===== config.mk =====
export PLATFORM = sky130hd
export DESIGN_NAME = ifetch_queue_flat
export DESIGN_NICKNAME = d
export VERILOG_FILES = /design/src/rtl/ifetch_queue_pkg.sv /design/src/rtl/ifetch_queue_if.sv /design/src/rtl/ifetch_queue_fifo.sv /design/src/rtl/ifetch_queue.sv /design/src/flat_wrapper.sv
export SDC_FILE = /design/constraint.sdc
export NUM_CORES = 1
export LEC_CHECK = 0
export CORE_MARGIN = 5
export CORE_UTILIZATION = 57
export CTS_CLUSTER_DIAMETER = 100
export DETAILED_ROUTE_END_ITERATION = 10
export MAX_ROUTING_LAYER = met4
export PLACE_DENSITY = 0.85
export SLEW_MARGIN = 20
export SYNTH_ARGS = -nofsm -noshare
export SYNTH_HDL_FRONTEND = slang
export SYNTH_SLANG_ARGS = --single-unit

===== constraint.sdc =====
create_clock -name clk -period 10.5 [get_ports clk]
set_input_delay 3.15 -clock clk [delete_from_list [all_inputs] [get_ports clk]]
set_output_delay 3.15 -clock clk [all_outputs]
set_load 0.02 [all_outputs]

===== src/rtl/ifetch_queue_pkg.sv =====
// Shared types and constants for the instruction-fetch queue.
package ifetch_pkg;

  localparam int unsigned INST_W = 32;
  localparam int unsigned PCW_W  = 30;

  // Word address PC[31:2]; byte address 0x3000.
  localparam logic [PCW_W-1:0] RESET_PC_DEFAULT = 30'h0000_0C00;

  typedef enum logic [1:0] {
    IDLE  = 2'd0,
    FETCH = 2'd1,
    DRAIN = 2'd2
  } fetch_state_e;

endpackage


===== src/rtl/ifetch_queue_if.sv =====
// Instruction-memory request/acknowledge bus.
interface ifetch_queue_if;
  import ifetch_pkg::*;

  logic              im_req;
  logic [PCW_W-1:0]  im_addr;
  logic              im_ack;
  logic [INST_W-1:0] im_data;

  modport master (output im_req, output im_addr, input im_ack, input im_data);
  modport slave  (input im_req, input im_addr, output im_ack, output im_data);

endinterface


===== src/rtl/ifetch_queue_fifo.sv =====
// Synchronous FIFO with flush; head read straight from registered storage.
module sync_fifo #(
  parameter int unsigned WIDTH = 8,
  parameter int unsigned DEPTH = 4
) (
  input  logic                       clk,
  input  logic                       rst,
  input  logic                       flush_i,
  input  logic                       push_i,
  input  logic                       pop_i,
  input  logic [WIDTH-1:0]           wdata_i,
  output logic [WIDTH-1:0]           rdata_o,
  output logic [$clog2(DEPTH):0]     count_o
);

  localparam int unsigned AW = $clog2(DEPTH);
  localparam int unsigned CW = AW + 1;

  logic [WIDTH-1:0] mem_q [DEPTH];
  logic [AW-1:0]    wr_ptr_q, wr_ptr_d;
  logic [AW-1:0]    rd_ptr_q, rd_ptr_d;
  logic [CW-1:0]    count_q, count_d;

  // Pointer/count next state; flush overrides push and pop.
  always_comb begin
    wr_ptr_d = wr_ptr_q;
    rd_ptr_d = rd_ptr_q;
    count_d  = count_q;
    if (flush_i) begin
      wr_ptr_d = '0;
      rd_ptr_d = '0;
      count_d  = '0;
    end else begin
      if (push_i) wr_ptr_d = wr_ptr_q + AW'(1);
      if (pop_i)  rd_ptr_d = rd_ptr_q + AW'(1);
      count_d = count_q + CW'(push_i) - CW'(pop_i);
    end
  end

  // Storage and pointer registers.
  always_ff @(posedge clk) begin
    if (rst) begin
      for (int unsigned i = 0; i < DEPTH; i++) mem_q[i] <= '0;
      wr_ptr_q <= '0;
      rd_ptr_q <= '0;
      count_q  <= '0;
    end else begin
      if (push_i && !flush_i) mem_q[wr_ptr_q] <= wdata_i;
      wr_ptr_q <= wr_ptr_d;
      rd_ptr_q <= rd_ptr_d;
      count_q  <= count_d;
    end
  end

  assign rdata_o = mem_q[rd_ptr_q];
  assign count_o = count_q;

endmodule


===== src/rtl/ifetch_queue.sv =====
// Instruction fetch stage: sequential PC generation, single-outstanding
// memory requests, prefetch queue and redirect handling.
module ifetch_queue
  import ifetch_pkg::*;
#(
  parameter int unsigned      DEPTH    = 4,
  parameter logic [PCW_W-1:0] RESET_PC = RESET_PC_DEFAULT
) (
  input  logic              clk,
  input  logic              rst,
  input  logic              redirect_i,
  input  logic [PCW_W-1:0]  redirect_pc_i,
  ifetch_queue_if.master    im,
  output logic              inst_valid_o,
  output logic [INST_W-1:0] inst_o,
  output logic [PCW_W-1:0]  inst_pc_o,
  input  logic              inst_ready_i
);

  localparam int unsigned CW = $clog2(DEPTH) + 1;

  fetch_state_e      state_q, state_d;
  logic [PCW_W-1:0]  fetch_pc_q, fetch_pc_d;
  logic [PCW_W-1:0]  addr_q, addr_d;
  logic              req_q, req_d;

  logic [CW-1:0]     count;
  logic [CW-1:0]     next_count;
  logic              ack, push, pop, room;
  logic [PCW_W-1:0]  head_pc;
  logic [INST_W-1:0] head_inst;

  assign ack  = req_q & im.im_ack;
  assign push = ack & (state_q == FETCH) & ~redirect_i;
  assign pop  = inst_valid_o & inst_ready_i & ~redirect_i;
  // The outstanding request is counted once it is acked, so issuing only
  // while next_count < DEPTH leaves a slot for it.
  assign next_count = count + CW'(push) - CW'(pop);
  assign room       = next_count < CW'(DEPTH);

  sync_fifo #(
    .WIDTH (PCW_W + INST_W),
    .DEPTH (DEPTH)
  ) u_fifo (
    .clk     (clk),
    .rst     (rst),
    .flush_i (redirect_i),
    .push_i  (push),
    .pop_i   (pop),
    .wdata_i ({addr_q, im.im_data}),
    .rdata_o ({head_pc, head_inst}),
    .count_o (count)
  );

  // Next-state for request FSM and fetch PC; redirect takes priority.
  always_comb begin
    state_d    = state_q;
    fetch_pc_d = fetch_pc_q;
    addr_d     = addr_q;
    req_d      = req_q;
    if (redirect_i) begin
      fetch_pc_d = redirect_pc_i;
      case (state_q)
        IDLE: begin
          state_d = FETCH;
          req_d   = 1'b1;
          addr_d  = redirect_pc_i;
        end
        FETCH, DRAIN: begin
          if (ack) begin
            state_d = FETCH;
            addr_d  = redirect_pc_i;
          end else begin
            state_d = DRAIN;
          end
        end
        default: begin
          state_d = IDLE;
          req_d   = 1'b0;
        end
      endcase
    end else begin
      case (state_q)
        IDLE: begin
          if (room) begin
            state_d = FETCH;
            req_d   = 1'b1;
            addr_d  = fetch_pc_q;
          end
        end
        FETCH: begin
          if (ack) begin
            fetch_pc_d = addr_q + PCW_W'(1);
            if (room) begin
              addr_d = addr_q + PCW_W'(1);
            end else begin
              state_d = IDLE;
              req_d   = 1'b0;
            end
          end
        end
        DRAIN: begin
          if (ack) begin
            state_d = FETCH;
            addr_d  = fetch_pc_q;
          end
        end
        default: begin
          state_d = IDLE;
          req_d   = 1'b0;
        end
      endcase
    end
  end

  // FSM, fetch PC and registered request outputs.
  always_ff @(posedge clk) begin
    if (rst) begin
      state_q    <= IDLE;
      fetch_pc_q <= RESET_PC;
      addr_q     <= '0;
      req_q      <= 1'b0;
    end else begin
      state_q    <= state_d;
      fetch_pc_q <= fetch_pc_d;
      addr_q     <= addr_d;
      req_q      <= req_d;
    end
  end

  assign im.im_req    = req_q;
  assign im.im_addr   = addr_q;
  assign inst_valid_o = (count != '0);
  assign inst_o       = inst_valid_o ? head_inst : '0;
  assign inst_pc_o    = inst_valid_o ? head_pc   : '0;

endmodule


===== src/flat_wrapper.sv =====
// flat-port wrapper written by rule: the top's interface ports become plain ports
module ifetch_queue_flat import ifetch_pkg::*;
#(
  parameter int unsigned      DEPTH    = 4,
  parameter logic [PCW_W-1:0] RESET_PC = RESET_PC_DEFAULT
)
  (clk, rst, redirect_i, redirect_pc_i, inst_valid_o, inst_o, inst_pc_o, inst_ready_i, im_im_req, im_im_addr, im_im_ack, im_im_data);
  ifetch_queue_if im_i ();
  input  logic clk;
  input  logic rst;
  input  logic redirect_i;
  input  logic [PCW_W-1:0] redirect_pc_i;
  output logic inst_valid_o;
  output logic [INST_W-1:0] inst_o;
  output logic [PCW_W-1:0] inst_pc_o;
  input  logic inst_ready_i;
  output wire logic [$bits(im_i.im_req)-1:0] im_im_req;
  output wire logic [$bits(im_i.im_addr)-1:0] im_im_addr;
  input wire logic [$bits(im_i.im_ack)-1:0] im_im_ack;
  input wire logic [$bits(im_i.im_data)-1:0] im_im_data;
  assign im_im_req = im_i.im_req;
  assign im_im_addr = im_i.im_addr;
  assign im_i.im_ack = im_im_ack;
  assign im_i.im_data = im_im_data;
  ifetch_queue #(.DEPTH(DEPTH), .RESET_PC(RESET_PC)) u_core (.clk(clk), .rst(rst), .redirect_i(redirect_i), .redirect_pc_i(redirect_pc_i), .im(im_i), .inst_valid_o(inst_valid_o), .inst_o(inst_o), .inst_pc_o(inst_pc_o), .inst_ready_i(inst_ready_i));
endmodule

# Word-level counts from Yosys, hierarchy flattened
# Memories as Yosys holds them, arrays and structs flattened. A register that Yosys moved wholly into a read port is not among the register bits.
# Cells that the tools add are included.
[classes]
addsub = 5
magnitude_cmp = 1
n_eq_ne = 11
mux = 37
bitwise_logic = 6
reduce_logical = 14
[ops]
columns = ["cell", "count"]
rows = [
  ["$mux W30", 10],
  ["$pmux W30 S3", 1],
  ["$mux W62", 1],
  ["$reduce_or A62 Y1", 1],
  ["$pmux W30 S2", 1],
  ["$mux W32", 1],
  ["$add A30 B1 Y30 const B", 1],
  ["$mux W2", 9],
  ["$ne A3 B2 Y1 const B", 5],
  ["$mux W1", 10],
  ["$reduce_and A7 Y1", 1],
  ["$pmux W2 S3", 1],
  ["$and A1 B1 Y1", 5],
  ["$reduce_and A5 Y1", 1],
  ["$add A2 B1 Y2 const B", 2],
  ["$ne A2 B2 Y1 const B", 2],
  ["$pmux W2 S2", 1],
  ["$reduce_and A4 Y1", 1],
  ["$reduce_bool A2 Y1", 2],
  ["$reduce_bool A4 Y1", 1],
  ["$reduce_or A2 Y1", 2],
  ["$add A3 B1 Y3", 1],
  ["$lt A3 B3 Y1 const B", 1],
  ["$ne A3 B1 Y1 const B", 1],
  ["other kinds (12)", 12],
]
[totals]
register_bits = 70
ram_bits = 248
in_bits = 67
mem_count = 1
[mem_list]
columns = ["name", "depth", "width", "rd", "rd_ports_with_merged_regs", "wr", "line", "rtl"]
rows = [
  ["u_core.u_fifo.mem_q", 4, 62, 1, 1, 4, "ifetch_queue_fifo.sv:19", "logic [WIDTH-1:0] mem_q [DEPTH];"],
]

# Longest topological paths before layout
[depth]
ltp_word = 10
mapped_depth = 17
depth_no_buf = 14

# Cells and area by module
# Synthesis repeated with hierarchy kept, for this count alone.
[unflattened]
cells_unflattened = 1322
area_unflattened_um2 = 15598.7
[by_module_without_submodules]
columns = ["module", "instances", "cells_each", "area_each_um2"]
rows = [
  ["sync_fifo", 1, 713, 11056.9],
  ["ifetch_queue", 1, 609, 4541.9],
]

# Worst setup path after synthesis
# No wires, ideal clock.
[synth_path]
path_kind = "input -> register"
start = "input redirect_i"
end = "memory u_core.u_fifo.mem_q[0][0] (netlist bit) (enable)"
arrival_time_ns = 8.296
required_ns = 9.932
slack_ns = 1.636
stages = 5
path_cell_list = "clkbuf_1 clkbuf_1 nor2_1 inv_1 o21ai_0"
[synth_rtl]
columns = ["item", "line", "rtl"]
rows = [
  ["from (decl)", "flat_wrapper.sv:11", "input logic redirect_i;"],
  ["to (decl)", "ifetch_queue_fifo.sv:19", ""],
]

# Worst setup path in the final report
[layout_path]
start = "input im_im_ack"
end = "register u_core.addr_q[26] (netlist: u_core.im.im_addr[26])"
[layout_between]
elab_chain_cells = 8
[layout_rtl]
columns = ["item", "line", "rtl"]
rows = [
  ["from (decl)", "flat_wrapper.sv:19", "input wire logic [$bits(im_i.im_ack)-1:0] im_im_ack;"],
  ["$and A1 B1 Y1 (*)", "ifetch_queue.sv:33", "assign ack = req_q & im.im_ack;"],
  ["$and A1 B1 Y1 (2 in series)", "ifetch_queue.sv:34", "assign push = ack & (state_q == FETCH) & ~redirect_i;"],
  ["$add A3 B1 Y3", "ifetch_queue.sv:38", "assign next_count = count + CW'(push) - CW'(pop);"],
  ["$sub A3 B1 Y3", "ifetch_queue.sv:38", ""],
  ["$lt A3 B3 Y1", "ifetch_queue.sv:39", "assign room = next_count < CW'(DEPTH);"],
  ["$ne A3 B2 Y1 (no source line)", "n/a", ""],
  ["$reduce_and A7 Y1 (no source line) (*)", "n/a", ""],
  ["to (signal assigned)", "ifetch_queue.sv:126", "addr_q <= addr_d;"],
  ["to (decl)", "ifetch_queue.sv:24", "logic [PCW_W-1:0] addr_q, addr_d;"],
]
# Mark *: on every way between the ends. The rest lies on a longest branch, timed or not.
# A chain may end at the register's enable or synchronous reset.

==> flow_metrics.env <==
export IMPL_tightestPinTransition_ns=1.08
export IMPL_synth_area_leaders="edfxtp_1, dfxtp_1, mux4_2, nor2_1, nand2_1"
export IMPL_syn_inst=1329
export IMPL_clockBufferDepth=3
export IMPL_num_vias=11000
export IMPL_synth_adder_area_share=0.00712
export IMPL_clk_pin_slew_ns=0.06
export IMPL_die_w_um=173
export IMPL_ys_types=59
export IMPL_io_pins=161
export IMPL_cpMaxStageDelayCell="and2_1"
export IMPL_fin_worst_skew_ns=0.0162
export IMPL_syn_to_final_growth_pct=18.5
export IMPL_num_rows=59
export IMPL_crit_required_ns=10.94
export IMPL_cts_root_buffer="clkbuf_16"
export IMPL_finalWirelength_um=37700
export IMPL_finalHoldViolations=0
export IMPL_muxShareOfSynthArea=0.0964
export IMPL_path_cells="clkdlybuf4s50_1, and2_1, nand2_1, buf_4, nor2_1, inv_1, ha_1, inv_1, ha_1, fa_1, xnor3_1, a221oi_1, and2_1, a21boi_0, o21a_1"
export IMPL_wl_per_cell_um=21.0
export IMPL_yosys_area_share_simple=0.163
export IMPL_grtUsageTotal=0.250
export IMPL_hold_buffers=0
export IMPL_arrival_ns=7.60
export IMPL_min_period_over_period=0.683
export IMPL_netlist_area_sq_mm=0.0151
export IMPL_die_height_um=173
export IMPL_path_buf_inv=4
export IMPL_antenna_found_initial=0
export IMPL_rsz0062_at_grt="false"
export IMPL_cts_sinks=320
export IMPL_run_status="finished, final reports clean"
export IMPL_synth_flop_cell="edfxtp_1"
export IMPL_timing_final_ws_setup_ns=3.33
export IMPL_ir_drop_uv=152
export IMPL_p_leak_nw=6.48
export IMPL_synth_edf_count=248
export IMPL_maxSlewViolCount=0
export IMPL_critical_path_class="input port to flop"
export IMPL_drive_above_1_share=0.104
export IMPL_setup_viol=0
export IMPL_synth_area_per_cell_sq_um=11.4
export IMPL_async_reset_ff_frac=0
export IMPL_gp_congestion=0.919
export IMPL_fmax_mhz=140
export IMPL_vias_per_cell=6.15
export IMPL_cts_resized=0
export IMPL_numPortBuffers=160
export IMPL_synth_area_leader_cell="edfxtp_1"
export IMPL_numCtsBuffers=31
export IMPL_drv_cap=0
export IMPL_post_dp_cell_area_sq_mm=0.0169
export IMPL_path_delay_family="simple AND/OR/NAND/NOR gates"
export IMPL_hpwlAfterDp_um=23000
export IMPL_startpoint_type="input port"
export IMPL_fin_area_sq_mm=0.0179
export IMPL_p_per_area_mw_per_mm2=176
export IMPL_antennaDiodeCount=0
export IMPL_synthXorXnorAreaFrac=0.0146
export IMPL_ys_ff_latch=320
export IMPL_dp_slack_ns=2.87
export IMPL_htree_levels=1
export IMPL_insertion_delay_ns=0.55
export IMPL_drt_iter0_markers=1620
export IMPL_grt_pass1_wl_um=59600
export IMPL_placeableCoreArea_sq_mm=0.0261
export IMPL_route_detailed_drc=0
export IMPL_ant_nets=0
export IMPL_grt_max_degree=65
export IMPL_cp_end_kind="flop"
export IMPL_layout_nets=1507
export IMPL_grt_overflow_total=0
export IMPL_crit_path_max_incr_delay_ns=0.73
export IMPL_synth_top_area_frac=0.493
export IMPL_grt_pass1_vias=11100
export IMPL_initial_utilization=0.580
export IMPL_synth_top_family_by_area="simple AND/OR/NAND/NOR gates"
export IMPL_die_area_sq_mm=0.0299
export IMPL_syn_nets=1404
export IMPL_fin_hold_ws_ns=0.521
export IMPL_ys_warnings_count=0
export IMPL_finalSetupTns_ns=0
export IMPL_yosysSeqAreaShare=0.588
export IMPL_synth_compound_area_frac=0.0824
export IMPL_post_cts_buffers=0
export IMPL_cts_tree="yes"
export IMPL_holdCritPathClass="flop to flop"
export IMPL_drt_first_pass_iters=5
export IMPL_cp_max_fo=19
export IMPL_slew_headroom=0.280
export IMPL_fin_crit_ns=7.17
## stage by stage
| stage | instances | utilization | total power [mW] |
|---|---|---|---|
| 6_report | 1791 | 0.688 | 3.15 |
| 5_1_grt | 1791 | 0.688 | 3.26 |
| 4_1_cts | 1791 | 0.688 | 3.14 |
| 3_3_place_gp | 1734 | 0.649 | 2.05 |
| 3_5_place_dp | 1734 | 0.649 | 2.06 |
| 2_1_floorplan | 1329 | - | 1.86 |
## cells in the mapped netlist, types with 14 or more instances
cell      instances
dfxtp_1          72
clkbuf_1         84
inv_1            81
and2_1           28
mux4_2           62
nand3_1          14
o21ai_0          36
nor2_1          215
nand2_1         127
a21oi_1          44
nor3_1           33
edfxtp_1        248
nor2b_1          70
## where the power goes
part | leakage (nW) | total (mW) | internal (mW) | switching, mW
Combinational | 2.84 | 0.496 | 0.202 | 0.294
Sequential | 3.15 | 1.55 | 1.44 | 0.111
Clock | 0.487 | 1.10 | 0.632 | 0.465
## final timing paths
| kind | from | to | slack, ns | cells past startpoint |
|---|---|---|---|---|
| worst min-delay path | u_core.fetch_pc_q[12] | u_core.fetch_pc_q[12] | 0.52 | 2 |
| worst min register to register | u_core.fetch_pc_q[12] | u_core.fetch_pc_q[12] | 0.52 | 2 |
| worst max register to register | u_core.state_q[1] | u_core.im.im_addr[26] | 5.62 | 15 |
| worst max-delay path | im_im_ack | u_core.im.im_addr[26] | 3.33 | 15 |
## final cells by class
| type | count | area [sq um] |
|---|---|---|
| flip-flops and latches | 320 | 8890 |
| repair buffers | 178 | 1730 |
| clock buffers | 40 | 872 |
| fillers | 1800 | 8140 |
| multi-input cells | 820 | 5570 |
| well taps | 335 | 419 |
| inverters | 81 | 304 |
| clock inverters | 17 | 138 |
## tightest hold or removal path, cell delays in order, from the launching register on
cell      delay (ns)
dfxtp_1         0.33
a222oi_1        0.07
nor2_1          0.09
## registers in the layout, summed over array words and instances, names as in the netlist, named ones only
signal,count
u_core.u_fifo.count_o,3
u_core.u_fifo.mem_q,248
u_core.state_q,2
u_core.u_fifo.wr_ptr_q,2
u_core.im.im_req,1
u_core.fetch_pc_q,30
u_core.u_fifo.rd_ptr_q,2
u_core.im.im_addr,30
## cells by family (layout without fill, tap and decap cells)
logic type,count (synthesis),count (layout)
DFF,320,320
xor gates and xnor gates,22,22
buffers and inverters,189,316
AOI/OAI and AO/OA,186,186
adders and majority gates,8,8
muxes,68,68
and+or+nand+nor,536,536
## layer usage
layer,vias up,share of wire,GRT usage
li1,4946,-,-
met1,5335,0.39,0.333
met2,654,0.48,0.403
met3,84,0.097,0.0437
met4,0,0.025,0.0714
met5,-,0,-
## cells in the final DEF (no fill, tap or decap), types with 9 or more instances in the layout
cell and instances:
edfxtp_1 248, nor2_1 213, clkdlybuf4s50_1 158, nand2_1 126
inv_1 81, dfxtp_1 70, nor2b_1 69, mux4_2 62
a21oi_1 44, o21ai_0 33, clkbuf_16 33, nor3_1 32
and2_1 28, buf_4 18, nand3_1 14, o32ai_1 13
xnor2_1 12, nor4_1 12, o22ai_1 12, a211oi_1 9
Note: power is estimated with default switching activity, not from simulation.
